==> src/rtl/fetch_queue_unit_pkg.sv <==
// rtl/fetch_queue_unit_pkg.sv - shared types, reset vector and payload helper for the fetch queue unit
package fetch_queue_unit_pkg;

    localparam int FQ_XLEN = 32;
    localparam logic [FQ_XLEN-1:0] resetVector = 32'h0000_0000;

    typedef struct packed {
        logic [FQ_XLEN-1:0] instruction;
        logic [FQ_XLEN-1:0] programCounter;
    } fetchQueueEntry_;

    typedef enum logic [2:0] {
        NONE,
        TRAP,
        MRET,
        BRANCH,
        PREDICT
    } redirectSource_;

    typedef struct packed {
        logic stall;
        logic flush;
    } control_;

    typedef struct packed {
        logic               valid;
        logic [FQ_XLEN-1:0] instruction;
        logic [FQ_XLEN-1:0] programCounter;
        logic [FQ_XLEN-1:0] programCounterPlus4;
    } fetchDecodePayload_;

    function automatic fetchDecodePayload_ to_payload(input fetchQueueEntry_ e);
        fetchDecodePayload_ p;
        p.valid               = 1'b1;
        p.instruction         = e.instruction;
        p.programCounter      = e.programCounter;
        p.programCounterPlus4 = e.programCounter + FQ_XLEN'(4);
        return p;
    endfunction

endpackage

==> src/rtl/fetch_queue_unit_if.sv <==
// rtl/fetch_queue_unit_if.sv - instruction memory request/response port bundle
interface fetch_queue_unit_if #(
    parameter int XLEN = 32
);
    logic            imemReqValid;
    logic            imemReqReady;
    logic [XLEN-1:0] imemReqAddress;
    logic            imemRespValid;
    logic [XLEN-1:0] imemRespData;

    modport master (
        output imemReqValid,
        output imemReqAddress,
        input  imemReqReady,
        input  imemRespValid,
        input  imemRespData
    );

    modport slave (
        input  imemReqValid,
        input  imemReqAddress,
        output imemReqReady,
        output imemRespValid,
        output imemRespData
    );
endinterface

==> src/rtl/fetch_queue_unit_fifo.sv <==
// rtl/fetch_queue_unit_fifo.sv - fetch_queue_fifo: synchronous FIFO with clear, head peek and occupancy
module fetch_queue_fifo #(
    parameter  int WIDTH = 32,
    parameter  int DEPTH = 4,
    localparam int PW    = (DEPTH > 1) ? $clog2(DEPTH) : 1,
    localparam int CW    = $clog2(DEPTH) + 1
) (
    input  logic             clock,
    input  logic             reset,
    input  logic             clear_i,
    input  logic             push_i,
    input  logic [WIDTH-1:0] push_data_i,
    input  logic             pop_i,
    output logic [WIDTH-1:0] head_o,
    output logic [CW-1:0]    occupancy_o,
    output logic             empty_o,
    output logic             full_o
);

    logic [WIDTH-1:0] mem_q [DEPTH];
    logic [PW-1:0]    rd_ptr_q, wr_ptr_q;
    logic [CW-1:0]    count_q;
    logic             do_push, do_pop;

    function automatic logic [PW-1:0] ptr_next(input logic [PW-1:0] p);
        return (p == PW'(DEPTH - 1)) ? '0 : p + PW'(1);
    endfunction

    assign empty_o     = (count_q == '0);
    assign full_o      = (count_q == CW'(DEPTH));
    assign occupancy_o = count_q;
    assign head_o      = mem_q[rd_ptr_q];

    // A push into a full FIFO is accepted only when the head leaves in the same cycle.
    assign do_pop  = pop_i && !empty_o && !clear_i;
    assign do_push = push_i && (!full_o || do_pop) && !clear_i;

    always_ff @(posedge clock or negedge reset) begin
        if (!reset) begin
            rd_ptr_q <= '0;
            wr_ptr_q <= '0;
            count_q  <= '0;
        end else if (clear_i) begin
            rd_ptr_q <= '0;
            wr_ptr_q <= '0;
            count_q  <= '0;
        end else begin
            if (do_pop)  rd_ptr_q <= ptr_next(rd_ptr_q);
            if (do_push) wr_ptr_q <= ptr_next(wr_ptr_q);
            if (do_push && !do_pop)      count_q <= count_q + CW'(1);
            else if (do_pop && !do_push) count_q <= count_q - CW'(1);
        end
    end

    always_ff @(posedge clock) begin
        if (do_push) mem_q[wr_ptr_q] <= push_data_i;
    end

endmodule

==> src/rtl/fetch_queue_unit.sv <==
// rtl/fetch_queue_unit.sv - fetch stage with instruction queue, redirects and stale-response drop; FETCH_PERF_COUNTERS_EN adds perf counters
module fetch_queue_unit
    import fetch_queue_unit_pkg::*;
#(
    parameter int              XLEN            = FQ_XLEN,
    parameter int              QUEUE_DEPTH     = 4,
    parameter int              MAX_OUTSTANDING = 2,
    parameter logic [XLEN-1:0] RESET_VECTOR    = resetVector
) (
    input  logic                         clock,
    input  logic                         reset,
    fetch_queue_unit_if.master           imem,
    input  logic                         controlReset,
    input  logic [XLEN-1:0]              trapVector,
    input  logic                         mretSignal,
    input  logic                         branchValid,
    input  logic [XLEN-1:0]              branchData,
    input  logic                         branchPredictValid,
    input  logic [XLEN-1:0]              branchPredictData,
    input  control_                      fetchDecodeControl,
    output fetchDecodePayload_           fetchDecodePayload,
    output logic [$clog2(QUEUE_DEPTH):0] queueOccupancy
`ifdef FETCH_PERF_COUNTERS_EN
    ,
    output logic [31:0]                  perfIssued,
    output logic [31:0]                  perfDropped,
    output logic [31:0]                  perfStarved
`endif
);

    localparam int OW = $clog2(MAX_OUTSTANDING + 1);
    localparam int QW = $clog2(QUEUE_DEPTH) + 1;
    localparam int TW = $clog2(MAX_OUTSTANDING) + 1;

    logic [XLEN-1:0]    fetch_pc_q, fetch_pc_d;
    logic [OW-1:0]      outstanding_q, outstanding_d;
    logic [OW-1:0]      drop_q, drop_d;
    fetchDecodePayload_ payload_q, payload_d;

    redirectSource_     redirect_src;
    logic [XLEN-1:0]    redirect_target;
    logic               redirect, stall, flush;
    logic               issue_ok, req_fire, resp_dec, resp_drop, resp_accept;
    logic               loadable, bypass;
    fetchQueueEntry_    resp_entry, q_head;
    logic [QW-1:0]      q_occ;
    logic               q_push, q_pop, q_empty, q_full;
    logic [XLEN-1:0]    tag_head;
    logic [TW-1:0]      tag_occ;
    logic               tag_empty, tag_full;

    assign stall = fetchDecodeControl.stall;
    assign flush = fetchDecodeControl.flush;

    always_comb begin
        redirect_src    = NONE;
        redirect_target = '0;
        if (controlReset) begin
            redirect_src    = TRAP;
            redirect_target = trapVector;
        end else if (mretSignal) begin
            redirect_src    = MRET;
            redirect_target = branchData;
        end else if (branchValid) begin
            redirect_src    = BRANCH;
            redirect_target = branchData;
        end else if (branchPredictValid && !stall) begin
            redirect_src    = PREDICT;
            redirect_target = branchPredictData;
        end
    end

    assign redirect = (redirect_src != NONE);

    // Credit counts queue slots already promised to in-flight requests, so a response always finds room.
    assign issue_ok = reset && !redirect
                      && ((int'(outstanding_q) + int'(q_occ)) < QUEUE_DEPTH)
                      && (int'(outstanding_q) < MAX_OUTSTANDING);
    assign req_fire = issue_ok && imem.imemReqReady;

    assign resp_dec    = imem.imemRespValid && (outstanding_q != '0);
    assign resp_drop   = imem.imemRespValid && (drop_q != '0);
    assign resp_accept = imem.imemRespValid && (drop_q == '0) && !redirect;
    assign resp_entry  = '{instruction: imem.imemRespData, programCounter: tag_head};

    assign loadable = !redirect && !flush && !stall;
    assign bypass   = loadable && q_empty && resp_accept;
    assign q_push   = resp_accept && !bypass;
    assign q_pop    = loadable && !q_empty;

    fetch_queue_fifo #(
        .WIDTH($bits(fetchQueueEntry_)),
        .DEPTH(QUEUE_DEPTH)
    ) u_queue (
        .clock       (clock),
        .reset       (reset),
        .clear_i     (redirect),
        .push_i      (q_push),
        .push_data_i (resp_entry),
        .pop_i       (q_pop),
        .head_o      (q_head),
        .occupancy_o (q_occ),
        .empty_o     (q_empty),
        .full_o      (q_full)
    );

    // Stale requests leave the tag FIFO on redirect; drop_q tracks their responses instead.
    fetch_queue_fifo #(
        .WIDTH(XLEN),
        .DEPTH(MAX_OUTSTANDING)
    ) u_tags (
        .clock       (clock),
        .reset       (reset),
        .clear_i     (redirect),
        .push_i      (req_fire),
        .push_data_i (fetch_pc_q),
        .pop_i       (resp_accept),
        .head_o      (tag_head),
        .occupancy_o (tag_occ),
        .empty_o     (tag_empty),
        .full_o      (tag_full)
    );

    always_comb begin
        fetch_pc_d    = fetch_pc_q;
        outstanding_d = outstanding_q;
        drop_d        = drop_q;
        payload_d     = payload_q;

        if (redirect)      fetch_pc_d = redirect_target;
        else if (req_fire) fetch_pc_d = fetch_pc_q + XLEN'(4);

        case ({req_fire, resp_dec})
            2'b10:   outstanding_d = outstanding_q + OW'(1);
            2'b01:   outstanding_d = outstanding_q - OW'(1);
            default: outstanding_d = outstanding_q;
        endcase

        if (redirect)       drop_d = outstanding_q - OW'(resp_dec);
        else if (resp_drop) drop_d = drop_q - OW'(1);

        if (redirect) begin
            payload_d = '0;
        end else if (flush) begin
            payload_d.valid = 1'b0;
        end else if (!stall) begin
            if (!q_empty)         payload_d = to_payload(q_head);
            else if (resp_accept) payload_d = to_payload(resp_entry);
            else                  payload_d.valid = 1'b0;
        end
    end

    always_ff @(posedge clock or negedge reset) begin
        if (!reset) begin
            fetch_pc_q    <= RESET_VECTOR;
            outstanding_q <= '0;
            drop_q        <= '0;
            payload_q     <= '0;
        end else begin
            fetch_pc_q    <= fetch_pc_d;
            outstanding_q <= outstanding_d;
            drop_q        <= drop_d;
            payload_q     <= payload_d;
        end
    end

    assign imem.imemReqValid   = issue_ok;
    assign imem.imemReqAddress = fetch_pc_q;
    assign fetchDecodePayload  = payload_q;
    assign queueOccupancy      = q_occ;

`ifdef FETCH_PERF_COUNTERS_EN
    logic [31:0] perf_issued_q, perf_dropped_q, perf_starved_q;

    always_ff @(posedge clock or negedge reset) begin
        if (!reset) begin
            perf_issued_q  <= '0;
            perf_dropped_q <= '0;
            perf_starved_q <= '0;
        end else begin
            if (req_fire)                             perf_issued_q  <= perf_issued_q + 32'd1;
            if (resp_drop || (imem.imemRespValid && redirect))
                                                      perf_dropped_q <= perf_dropped_q + 32'd1;
            if (loadable && q_empty && !bypass)       perf_starved_q <= perf_starved_q + 32'd1;
        end
    end

    assign perfIssued  = perf_issued_q;
    assign perfDropped = perf_dropped_q;
    assign perfStarved = perf_starved_q;
`endif

    a_no_queue_overflow: assert property (@(posedge clock) disable iff (!reset)
        !(q_push && q_full && !q_pop));
    a_no_tag_overflow: assert property (@(posedge clock) disable iff (!reset)
        !(req_fire && tag_full && !resp_accept));
    a_tag_tracks_credit: assert property (@(posedge clock) disable iff (!reset)
        (int'(tag_occ) == int'(outstanding_q) - int'(drop_q)) && (tag_empty == (tag_occ == '0)));

endmodule
==> src/flat_wrapper.sv <==
// flat-port wrapper written by rule: the top's interface ports become plain ports
module fetch_queue_unit_flat import fetch_queue_unit_pkg::*;
#(
    parameter int              XLEN            = FQ_XLEN,
    parameter int              QUEUE_DEPTH     = 4,
    parameter int              MAX_OUTSTANDING = 2,
    parameter logic [XLEN-1:0] RESET_VECTOR    = resetVector
)
  (clock, reset, controlReset, trapVector, mretSignal, branchValid, branchData, branchPredictValid, branchPredictData, fetchDecodeControl, fetchDecodePayload, queueOccupancy, imem_imemReqValid, imem_imemReqAddress, imem_imemReqReady, imem_imemRespValid, imem_imemRespData);
  fetch_queue_unit_if #(.XLEN(XLEN)) imem_i ();
  input  logic clock;
  input  logic reset;
  input  logic controlReset;
  input  logic [XLEN-1:0] trapVector;
  input  logic mretSignal;
  input  logic branchValid;
  input  logic [XLEN-1:0] branchData;
  input  logic branchPredictValid;
  input  logic [XLEN-1:0] branchPredictData;
  input  control_ fetchDecodeControl;
  output fetchDecodePayload_ fetchDecodePayload;
  output logic [$clog2(QUEUE_DEPTH):0] queueOccupancy;
  output wire logic [$bits(imem_i.imemReqValid)-1:0] imem_imemReqValid;
  output wire logic [$bits(imem_i.imemReqAddress)-1:0] imem_imemReqAddress;
  input wire logic [$bits(imem_i.imemReqReady)-1:0] imem_imemReqReady;
  input wire logic [$bits(imem_i.imemRespValid)-1:0] imem_imemRespValid;
  input wire logic [$bits(imem_i.imemRespData)-1:0] imem_imemRespData;
  assign imem_imemReqValid = imem_i.imemReqValid;
  assign imem_imemReqAddress = imem_i.imemReqAddress;
  assign imem_i.imemReqReady = imem_imemReqReady;
  assign imem_i.imemRespValid = imem_imemRespValid;
  assign imem_i.imemRespData = imem_imemRespData;
  fetch_queue_unit #(.XLEN(XLEN), .QUEUE_DEPTH(QUEUE_DEPTH), .MAX_OUTSTANDING(MAX_OUTSTANDING), .RESET_VECTOR(RESET_VECTOR)) u_core (.clock(clock), .reset(reset), .imem(imem_i), .controlReset(controlReset), .trapVector(trapVector), .mretSignal(mretSignal), .branchValid(branchValid), .branchData(branchData), .branchPredictValid(branchPredictValid), .branchPredictData(branchPredictData), .fetchDecodeControl(fetchDecodeControl), .fetchDecodePayload(fetchDecodePayload), .queueOccupancy(queueOccupancy));
endmodule
==> config.mk <==
export PLATFORM = sky130hd
export DESIGN_NAME = fetch_queue_unit_flat
export DESIGN_NICKNAME = d
export VERILOG_FILES = /design/src/rtl/fetch_queue_unit_pkg.sv /design/src/rtl/fetch_queue_unit_if.sv /design/src/rtl/fetch_queue_unit_fifo.sv /design/src/rtl/fetch_queue_unit.sv /design/src/flat_wrapper.sv
export SDC_FILE = /design/constraint.sdc
export NUM_CORES = 1
export LEC_CHECK = 0
export CORE_ASPECT_RATIO = 1.4
export CORE_MARGIN = 4
export CORE_UTILIZATION = 50
export DETAILED_ROUTE_END_ITERATION = 8
export PLACE_DENSITY = 0.83
export SYNTH_ARGS = -nofsm -noshare
export SYNTH_HDL_FRONTEND = slang
export SYNTH_SLANG_ARGS = --single-unit
==> constraint.sdc <==
create_clock -name clock -period 7.2 [get_ports clock]
set_clock_uncertainty 0.15 [all_clocks]
set_input_delay 1.44 -clock clock [delete_from_list [all_inputs] [get_ports clock]]
set_output_delay 1.44 -clock clock [all_outputs]
set_load 0.05 [all_outputs]
After elaboration in Yosys (flattened, before gate mapping)
Memory sizes are Yosys's and may differ from the RTL's.
Index checks and enable logic that the tools add are counted.
{ "totals": {"mem_count": 2, "ff_bits": 144, "mem_bits_rw": 320} }
{ "classes": {"n_lt_le_gt_ge": 2, "n_eq_ne": 10, "reduce_logical": 57, "muxes": 42, "n_addsub": 16} }
{ "mem_list": {"columns": ["memory", "words", "word_bits", "rd", "rd_ports_with_merged_regs", "wr", "line", "source"], "rows": [
  ["u_core.u_queue.mem_q", 4, 64, 1, 0, 1, "fetch_queue_unit_fifo.sv:20", "logic [WIDTH-1:0] mem_q [DEPTH];"],
  ["u_core.u_tags.mem_q", 2, 32, 1, 0, 1, "fetch_queue_unit_fifo.sv:20", null]
]} }
{ "ops": {"columns": ["op", "n"], "rows": [
  ["two-way mux 97 bit", 3],
  ["two-way mux 32 bit", 6],
  ["two-way mux 96 bit", 2],
  ["adder 32 x 3 -> 32 bit (second input constant)", 3],
  ["less-than comparator 32 x 4 -> 1 bit (second input constant)", 1],
  ["logical AND 1 bit", 27],
  ["two-way mux 2 bit", 11],
  ["two-way mux 3 bit", 7],
  ["nonzero test 2 bit", 9],
  ["zero test 1 bit", 12],
  ["two-way mux 1 bit", 12],
  ["nonzero test 3 bit", 3],
  ["adder 2 x 1 -> 2 bit (second input constant)", 4],
  ["== test 2 bit (second input constant)", 4],
  ["subtractor 2 x 1 -> 2 bit (second input constant)", 3],
  ["adder 2 x 3 -> 4 bit", 1],
  ["zero test 2 bit", 2],
  ["!= test 2 x 1 -> 1 bit (second input constant)", 2],
  ["one-hot mux 2 bit (2 select lines)", 1],
  ["adder 3 x 1 -> 3 bit (second input constant)", 1],
  ["== test 3 bit (second input constant)", 1],
  ["zero test 3 bit", 1],
  ["!= test 3 x 1 -> 1 bit (second input constant)", 1],
  ["!= test 3 x 2 -> 1 bit (second input constant)", 1],
  ["other kinds (7)", 9]
]} }

Longest topological paths before layout
Gate-level depths: netlist (run 1).
{ "depth": {"depth_word": 21, "depth_mapped": 15, "mapped_depth_nobuf": 10} }

Modules after synthesis
A second synthesis (run 1) with hierarchy kept.
{ "unflattened": {"cells_unflattened": 1393, "area_unflattened_um2": 20224.4} }
{ "by_module_without_submodules": {"columns": ["mod", "seq_area_each_um2", "instances", "cells_each", "area_per_inst_um2"], "rows": [
  ["fetch_queue_fifo (u_core.u_queue)", 7862.5, 1, 384, 9720.6],
  ["fetch_queue_unit", 3278.1, 1, 884, 7968.9],
  ["fetch_queue_fifo (u_core.u_tags)", 2021.9, 1, 125, 2534.9]
]} }

Least setup slack after synthesis (run 1)
No wires, ideal clock.
{ "synth_timing": {"path_kind": "input to register", "start": "in mretSignal", "end": "mem u_core.u_queue.mem_q[0][0] (netlist name) (enable)", "setup_time_ps": 429, "arrival_time_ps": 4587, "path_slack_ps": 2035, "path_buffers": 3, "required_ps": 6621, "stages": 9, "path_cell_list": "or2_1 -> clkbuf_1 -> or3_1 -> clkbuf_1 -> nor3_1 -> xnor2_1 -> o31a_1 -> clkbuf_1 -> and2_1"} }
{ "synth_via": {"elab_chain_len": 14} }
{ "synth_lines": {"columns": ["element", "line", "source"], "rows": [
  ["start: declaration", "flat_wrapper.sv:15", "input logic mretSignal;"],
  ["two-way mux 3 bit *", "fetch_queue_unit.sv:61", "end else if (mretSignal) begin"],
  ["two-way mux 3 bit *", "fetch_queue_unit.sv:58", "if (controlReset) begin"],
  ["nonzero test 3 bit *", "fetch_queue_unit.sv:73", "assign redirect = (redirect_src != NONE);"],
  ["zero test 1 bit *", null, null],
  ["logical AND 1 bit (2 in series)", "fetch_queue_unit.sv:86", "assign loadable = !redirect && !flush && !stall;"],
  ["logical AND 1 bit (on tied branches)", "fetch_queue_unit.sv:87, fetch_queue_unit.sv:89", null],
  ["logical AND 1 bit (on tied branches)", "fetch_queue_unit.sv:87, fetch_queue_unit_fifo.sv:35", null],
  ["zero test 1 bit / logical AND 1 bit (equally long branches)", "fetch_queue_unit.sv:88, fetch_queue_unit_fifo.sv:35", null],
  ["logical AND 1 bit / logical OR 1 bit (equally long branches)", "fetch_queue_unit.sv:88, fetch_queue_unit_fifo.sv:36", null],
  ["logical AND 1 bit", "fetch_queue_unit_fifo.sv:36", "assign do_push = push_i && (!full_o || do_pop) && !clear_i;"],
  ["logical AND 1 bit *", "fetch_queue_unit_fifo.sv:36", null],
  ["two-way mux 1 bit *", "fetch_queue_unit_fifo.sv:56", "if (do_push) mem_q[wr_ptr_q] <= push_data_i;"],
  ["two-way mux 1 bit (implied by the code) *", "fetch_queue_unit_fifo.sv:56", null],
  ["end: declaration", "fetch_queue_unit_fifo.sv:20", null]
]} }
Mark *: on every way between the ends. The rest lies on a longest branch, timed or not.

Worst setup path after layout (run 1)
{ "layout_timing": {"start": "in mretSignal", "end": "out imem_imemReqValid"} }
{ "layout_via": {"elab_chain_len": 7} }
{ "layout_lines": {"columns": ["element", "line", "source"], "rows": [
  ["two-way mux 3 bit", "fetch_queue_unit.sv:61", null],
  ["two-way mux 3 bit", "fetch_queue_unit.sv:58", null],
  ["nonzero test 3 bit", "fetch_queue_unit.sv:73", null],
  ["zero test 1 bit", "fetch_queue_unit.sv:76", "assign issue_ok = reset && !redirect"],
  ["logical AND 1 bit", "fetch_queue_unit.sv:76", null],
  ["logical AND 1 bit", "fetch_queue_unit.sv:77", "&& ((int'(outstanding_q) + int'(q_occ)) < QUEUE_DEPTH)"],
  ["logical AND 1 bit", "fetch_queue_unit.sv:78", "&& (int'(outstanding_q) < MAX_OUTSTANDING);"],
  ["end: declaration", "flat_wrapper.sv:23", "output wire logic [$bits(imem_i.imemReqValid)-1:0] imem_imemReqValid;"]
]} }
No other way between the ends.

==> reports/metrics.yaml, run 1 <==
cts:
  cts_tree: "done"
  cts_made_buffers: 43
  clockBufferDepth: 3
  hold_buffers: 0
  cts-root-buf: "clkbuf_16"
  clk_latency_ps: 550
  clkTransAtPathRegs_ps: 60
  post-cts-setup-buffer-count: 0
  clock-sinks: 462
  cts_resized: 0
  htreeDepth: 2
logic_synthesis:
  syn-num-nets: 1613
  ys_warn_count: 0
  avgSynthCellArea_sq_um: 13.6
  ys_types: 63
  synth_largest_area_cell: "edfxtp_1"
  ys_seq_area_frac: 0.665
  syn_area_sq_um: 19800
  synth_area_leaders: "edfxtp_1 (49%), dfrtp_1 (18%), mux4_2 (7.3%)"
  netlist.area_leader.share: 0.485
  netlist_instances: 1461
  ys.flop_type: "edfxtp_1"
  async_flop_share: 0.307
  synth-seq-cells: 462
  synth_edf_count: 320
floorplan:
  io_pins: 271
  initial_core_util: 0.504
  fp.dieH_um: 243
  die_area_sq_um: 42900
  die_x_um: 176
  rows: 86
  core_area_sq_um: 39300
drt:
  routed_wl_mm: 49.5
  wl_met3_mm: 4.70
  met1_length_mm: 18.4
  drt_iter0_markers: 1512
  detail-route-antenna-nets: 0
  first_pass_iters: 6
  vias: 13400
  avgViaCountPerCell: 5.93
  wl_per_cell_um: 21.9
  dr_wl_met2_mm: 25.0
  drcViolationCount: 0
  highest_layer: "met4"
power_and_ir_drop:
  cellLeakagePower_nw: 8.37
  vdd_ir_drop_max_mv: 0.155
  cellPowerDensity_nw_per_um2: 229
setup_path:
  critPathKind: "in2out"
  worstPathMaxFanout: 17
  critPathCaptureType: "primary output"
  path_buf_inv: 2
  critPathLaunchType: "input port"
  cp_top_family: "buffers and inverters"
  critical-path-max-stage-delay_ps: 820
  rrSetupSlack_ps: 2910
  worst_path_max_delay_cell: "clkdlybuf4s50_1"
  crit_chain: "clkdlybuf4s50_1, or2_1, nor3_2, and2_1, clkdlybuf4s50_1"
  cp_common_cell: "clkdlybuf4s50_1"
  cp.required_ps: 5610
  cp.arrival_ps: 3810
run:
  drv_cap: 0
placed_design:
  gp_congestion: 0.877
  io_buffers: 270
  place_inst: 2184
  dpl.hpwl_mm: 32.5
  dp_slack_ps: 1750
global_route:
  overflow: 0
  grt_antenna_before_repair: 1
  grt_pass1_vias: 13500
  grt_max_degree: 82
  grt_usage: 0.227
  grt_pass1_wl_mm: 76.1
final_layout:
  drive_gt1_frac: 0.111
  final_cells: 2264
  layout.nets: 1853
  area_growth_pct: 22.8
  multi_input_area_sq_um: 6220
  seqCellArea_sq_um: 13200
  fill_cells: 2795
sta:
  holdWs_ps: 361
  worst_slew_pin_slew_ps: 1120
  clock.fmax_mhz: 185
  fin_setup_tns_ps: 0
  drv_slew: 0
  finalCritPeriodShare: 0.750
  period_needed_ps: 5400
  slew_headroom: 0.251
  hold_viol_final: 0
  rsz0062_at_grt: "no"
  setup_viol: 0
  worst_slack_ps: 1800
min_path:
  hp-class: "reg2reg"
run_status:
  status: "completed"
[cells by family (layout without fill, tap and decap cells)]
logic type	Yosys count	after routing	synth area share
buffers and inverters	111	385	0.0237
multiplexers	115	115	0.101
AO/OA/AOI/OAI	286	286	0.0856
flip-flops	462	462	0.665
XOR/XNOR	35	35	0.0155
AND/OR/NAND/NOR	438	438	0.101
adder cells (fa/ha/maj)	14	14	0.00922
other	0	1	0
[synth_stat cells, types with 3 or more instances]
| library cell | n |
|---|---|
| and3_1 | 17 |
| buf_4 | 4 |
| nor3b_1 | 3 |
| a21o_1 | 3 |
| o22ai_1 | 19 |
| xor2_1 | 15 |
| nand3b_1 | 4 |
| o31ai_1 | 4 |
| mux4_2 | 64 |
| nand4_1 | 21 |
| nor2_1 | 122 |
| xnor2_1 | 20 |
| nor3_1 | 20 |
| dfrtp_1 | 142 |
| nor4_1 | 5 |
| and2_1 | 11 |
| o22a_1 | 3 |
| ha_1 | 13 |
| buf_1 | 12 |
| a211oi_1 | 20 |
| a221o_1 | 10 |
| mux2i_1 | 19 |
| or3_1 | 6 |
| a41o_1 | 3 |
| buf_2 | 9 |
| a21oi_1 | 146 |
| a2bb2oi_1 | 4 |
| clkbuf_1 | 63 |
| nand2_1 | 158 |
| o21ai_0 | 45 |
| or4_1 | 7 |
| inv_1 | 19 |
| a22oi_1 | 10 |
| buf_6 | 3 |
| edfxtp_1 | 320 |
| a31oi_1 | 3 |
| nand2b_1 | 3 |
| nand3_1 | 49 |
| mux2_2 | 32 |
[path summary, 6_finish.rpt]
path / startpoint / cells after the start / to
hold / removal: u_core.fetchDecodePayload[78] / 2 / u_core.fetchDecodePayload[78]
hold reg to reg: u_core.fetchDecodePayload[78] / 2 / u_core.fetchDecodePayload[78]
max in group asynchronous: reset / 3 / u_core.u_queue.rd_ptr_q[0]
setup reg to reg: u_core.u_queue.rd_ptr_q[0] / 8 / u_core.fetchDecodePayload[27]
min in group asynchronous: reset / 1 / u_core.fetchDecodePayload[83]
setup / recovery: mretSignal / 5 / imem_imemReqValid
[area by class of cell]
cell class | instances | area share
Multi-Input combinational cell | 888 | 0.256
Antenna cell | 1 | 0.000103
Clock inverter | 14 | 0.00412
Sequential cell | 462 | 0.542
Timing Repair Buffer | 287 | 0.116
Inverter | 19 | 0.00293
Tap cell | 528 | 0.0272
Clock buffer | 65 | 0.0519
[sequential cells by signal (all words and copies together) (netlist names), 3 cells and up]
| name | cells |
|---|---|
| u_core.fetchDecodePayload | 95 |
| u_core.imem.imemReqAddress | 32 |
| u_core.u_queue.mem_q | 256 |
| u_core.u_queue.occupancy_o | 3 |
| u_core.u_tags.mem_q | 64 |
[metal layers]
layer | global-route usage | up-vias
met5 | 0 | -
met4 | 0.0771 | 0
met3 | 0.0463 | 95
met2 | 0.389 | 729
met1 | 0.289 | 6614
li1 | - | 5981
[per-stage QoR]
step / power (W) / instance area [sq um] / utilization
finish: 0.00556 / 24300 / 0.619
global route: 0.00574 / 24300 / 0.619
CTS: 0.00559 / 24300 / 0.619
detailed placement: 0.00342 / 22900 / 0.584
global placement: 0.00340 / 22900 / 0.584
floorplan: 0.00321 / 19800 / -
[where the power goes]
part	internal (W)	switching [W]	total, W
sequential	0.00289	0.0000569	0.00294
clock	0.00125	0.000939	0.00219
combinational	0.000181	0.000246	0.000427
[worst reg2reg max path, cell delays in order, from the launching register on]
cell and delay, ps:
dfrtp_4 970, buf_4 670, mux4_2 370, nand3_1 130
a222oi_1 660, and3_1 500, nand4_1 200, or4_1 430
nand3_1 110
[cell usage in the layout, fill, tap and decap left out, types with 5 or more instances in the layout]
master           instances
edfxtp_1               320
clkdlybuf4s50_1        269
nand2_1                157
a21oi_1                146
dfrtp_1                140
nor2_1                 120
mux4_2                  64
nand3_1                 49
o21ai_0                 45
clkbuf_16               45
mux2_2                  32
nand4_1                 21
xnor2_1                 20
a211oi_1                20
inv_1                   19
mux2i_1                 19
o22ai_1                 19
nor3_1                  18
and3_1                  17
buf_4                   17
xor2_1                  15
clkbuf_1                14
ha_1                    13
a22oi_1                 10
a221o_1                 10
or4_1                    7
and2_1                   6
clkbuf_8                 6
nor4_1                   5
clkinv_2                 5
Power figures use the tool's default switching activity.
==> inputs of run 2 (changes only) <==
==> constraint.sdc (replaced) <==
create_clock -name clock -period 5.45 [get_ports clock]
set_clock_uncertainty 0.15 [all_clocks]
set_input_delay 1.09 -clock clock [delete_from_list [all_inputs] [get_ports clock]]
set_output_delay 1.09 -clock clock [all_outputs]
set_load 0.05 [all_outputs]
==> run 2 against run 1 <==
Against the previous run: clock power is 45% higher; core utilization is 0.74 points higher; final cell count is 0.49% higher; critical path depth is 6 higher; hold slack worse by 80 ps; critical path type is now in2reg; critical endpoint is now u_core.u_queue.occupancy_o[2]; largest power group unchanged.
==> reports/metrics.yaml, run 2 (synthesis results as in run 1) <==
final_layout:
  drive_gt1_frac: 0.121  # +0.00961
  fin_area_sq_um: 24600  # +1.2%
  layout.nets: 1862  # +0.49%
  regMostFlops: "u_core.u_queue.mem_q"
  layout_common_cells: "edfxtp_1 (320), clkdlybuf4s50_1 (268), nand2_1 (157), a21oi_1 (146), dfrtp_1 (140)"
  area_growth_pct: 24.2
  fin_util: 0.626  # +0.00739
  final_cells: 2275  # +0.49%
  largest_register_ffs: 256  # unchanged
  layout_commonest_cell: "edfxtp_1"
placed_design:
  place_inst: 2192  # +0.37%
  dpl.hpwl_mm: 33.4  # +2.6%
  gp_congestion: 0.842  # -4.0%
  place_area_sq_um: 23100  # +0.58%
  io_buffers: 270  # unchanged
drt:
  highest_layer: "met4"
  met1_length_mm: 18.7  # +1.8%
  wl_per_cell_um: 21.9  # +0.18%
  avgViaCountPerCell: 5.92  # about the same
  drt_iter0_markers: 1290  # -15%
  wl_met3_mm: 4.25  # -9.6%
  dr_wl_met2_mm: 25.2  # +0.45%
  first_pass_iters: 5  # -1
  detail-route-antenna-nets: 0  # unchanged
  routed_wl_mm: 49.9  # +0.66%
  vias: 13500  # +0.39%
  drcViolationCount: 0  # unchanged
sta:
  worst_slew_pin_slew_ps: 1230  # +109 ps
  drv_slew: 0  # unchanged
  holdWs_ps: 281  # -79.7 ps
  rsz0062_at_grt: "no"
  hold_viol_final: 0  # unchanged
  finalCritPeriodShare: 0.754
  fin_setup_tns_ps: 0  # unchanged
  setup_viol: 0  # unchanged
  clock.fmax_mhz: 243
  period_needed_ps: 4110
  slew_headroom: 0.179  # -0.0726
cts:
  hold_buffers: 0  # unchanged
  clockBufferDepth: 3  # unchanged
  cts-root-buf: "clkbuf_16"
  clock-sinks: 462  # unchanged
  post-cts-setup-buffer-count: 0  # unchanged
  cts_tree: "done"
  cts_made_buffers: 44  # +2.3%
  htreeDepth: 2  # unchanged
  cts_resized: 0  # unchanged
  clk_latency_ps: 560  # about the same
  clkTransAtPathRegs_ps: 60  # about the same
floorplan:
  initial_core_util: 0.504  # unchanged
  fp.dieH_um: 243  # unchanged
  rows: 86  # unchanged
  core_area_sq_um: 39300  # unchanged
  die_area_sq_um: 42900  # unchanged
  die_x_um: 176  # unchanged
  io_pins: 271  # unchanged
setup_path:
  r2r-end: "u_core.fetchDecodePayload[25]"
  critPathLaunchType: "input port"
  rrSetupSlack_ps: 1450  # -1460 ps
  r2r_start: "u_core.u_queue.occupancy_o[0]"
  crit_end: "u_core.u_queue.occupancy_o[2]"
  reg2regPathDepth: 7  # -1
  worstPathMaxFanout: 9  # -8
  critPathLaunch: "fetchDecodeControl[1]"
  cp.arrival_ps: 4440  # +630 ps
  critPathCaptureType: "flip-flop"
  cp.required_ps: 5780  # +170 ps
  critPathKind: "in2reg"
power_and_ir_drop:
  cellPowerDensity_nw_per_um2: 310  # +36%
  vdd_ir_drop_max_mv: 0.272  # +76%
  cellLeakagePower_nw: 8.49  # +1.4%
run:
  drv_cap: 0  # unchanged
global_route:
  grt_antenna_before_repair: 1  # unchanged
  grt_usage: 0.230  # +0.00303
  overflow: 0  # unchanged
  grt_pass1_wl_mm: 77.4  # +1.7%
  grt_max_degree: 116  # +41%
  grt_pass1_vias: 13700  # +2.0%
run_status:
  status: "completed"
min_path:
  hp-class: "in2async"
==> run 2: layout make-up <==
cell class / instances / area, sq um
well taps: 528 / 661
diodes: 1 / 2.50
clock buffers: 57 / 1220
fillers: 2800 / 14700
inverters: 19 / 71.3
repair buffers: 295 / 2960
multi-input cells: 888 / 6220
flip-flops and latches: 462 / 13200
clock inverters: 25 / 298
==> run 2: metal layers <==
| layer | GRT usage | up-vias |
|---|---|---|
| li1 | - | 6016 |
| met1 | 0.291 | 6697 |
| met2 | 0.391 | 655 |
| met3 | 0.0461 | 104 |
| met4 | 0.0893 | 0 |
| met5 | 0 | - |
==> run 2: worst min path at each step <==
| stage | start | to | cells after the start |
|---|---|---|---|
| after floorplan | u_core.drop_q[1] | u_core.drop_q[1] | 2 |
| after global placement | u_core.fetchDecodePayload[84] | u_core.fetchDecodePayload[84] | 2 |
| after detailed placement | u_core.fetchDecodePayload[12] | u_core.fetchDecodePayload[12] | 2 |
| after CTS | reset | u_core.fetchDecodePayload[86] | 1 |
| after global routing | reset | u_core.fetchDecodePayload[93] | 1 |
| final | reset | u_core.fetchDecodePayload[93] | 1 |
==> run 2: stage by stage <==
step / setup WS (ps) / power, W
5_1_grt: 1190 / 0.00788
2_1_floorplan: 635 / 0.00424
3_5_place_dp: 894 / 0.00452
3_3_place_gp: 960 / 0.00450
4_1_cts: 1340 / 0.00769
6_report: 1340 / 0.00763
==> run 2: report_power, final <==
group | leakage, nW | internal [W] | switching [W]
sequential | 4.79 | 0.00381 | 0.0000719
combinational | 2.98 | 0.000242 | 0.000326
clock | 0.721 | 0.00188 | 0.00130
total | 8.49 | 0.00593 | 0.00170
==> run 2: worst max-delay path, stage by stage <==
cell             delay, ps
clkdlybuf4s50_1        650
nor2b_1                180
or3_4                  430
nor3_1                 310
xnor2_1                100
o31a_1                 380
ha_1                   280
fa_1                   390
xnor2_1                140
or3_1                  300
a21oi_1                170
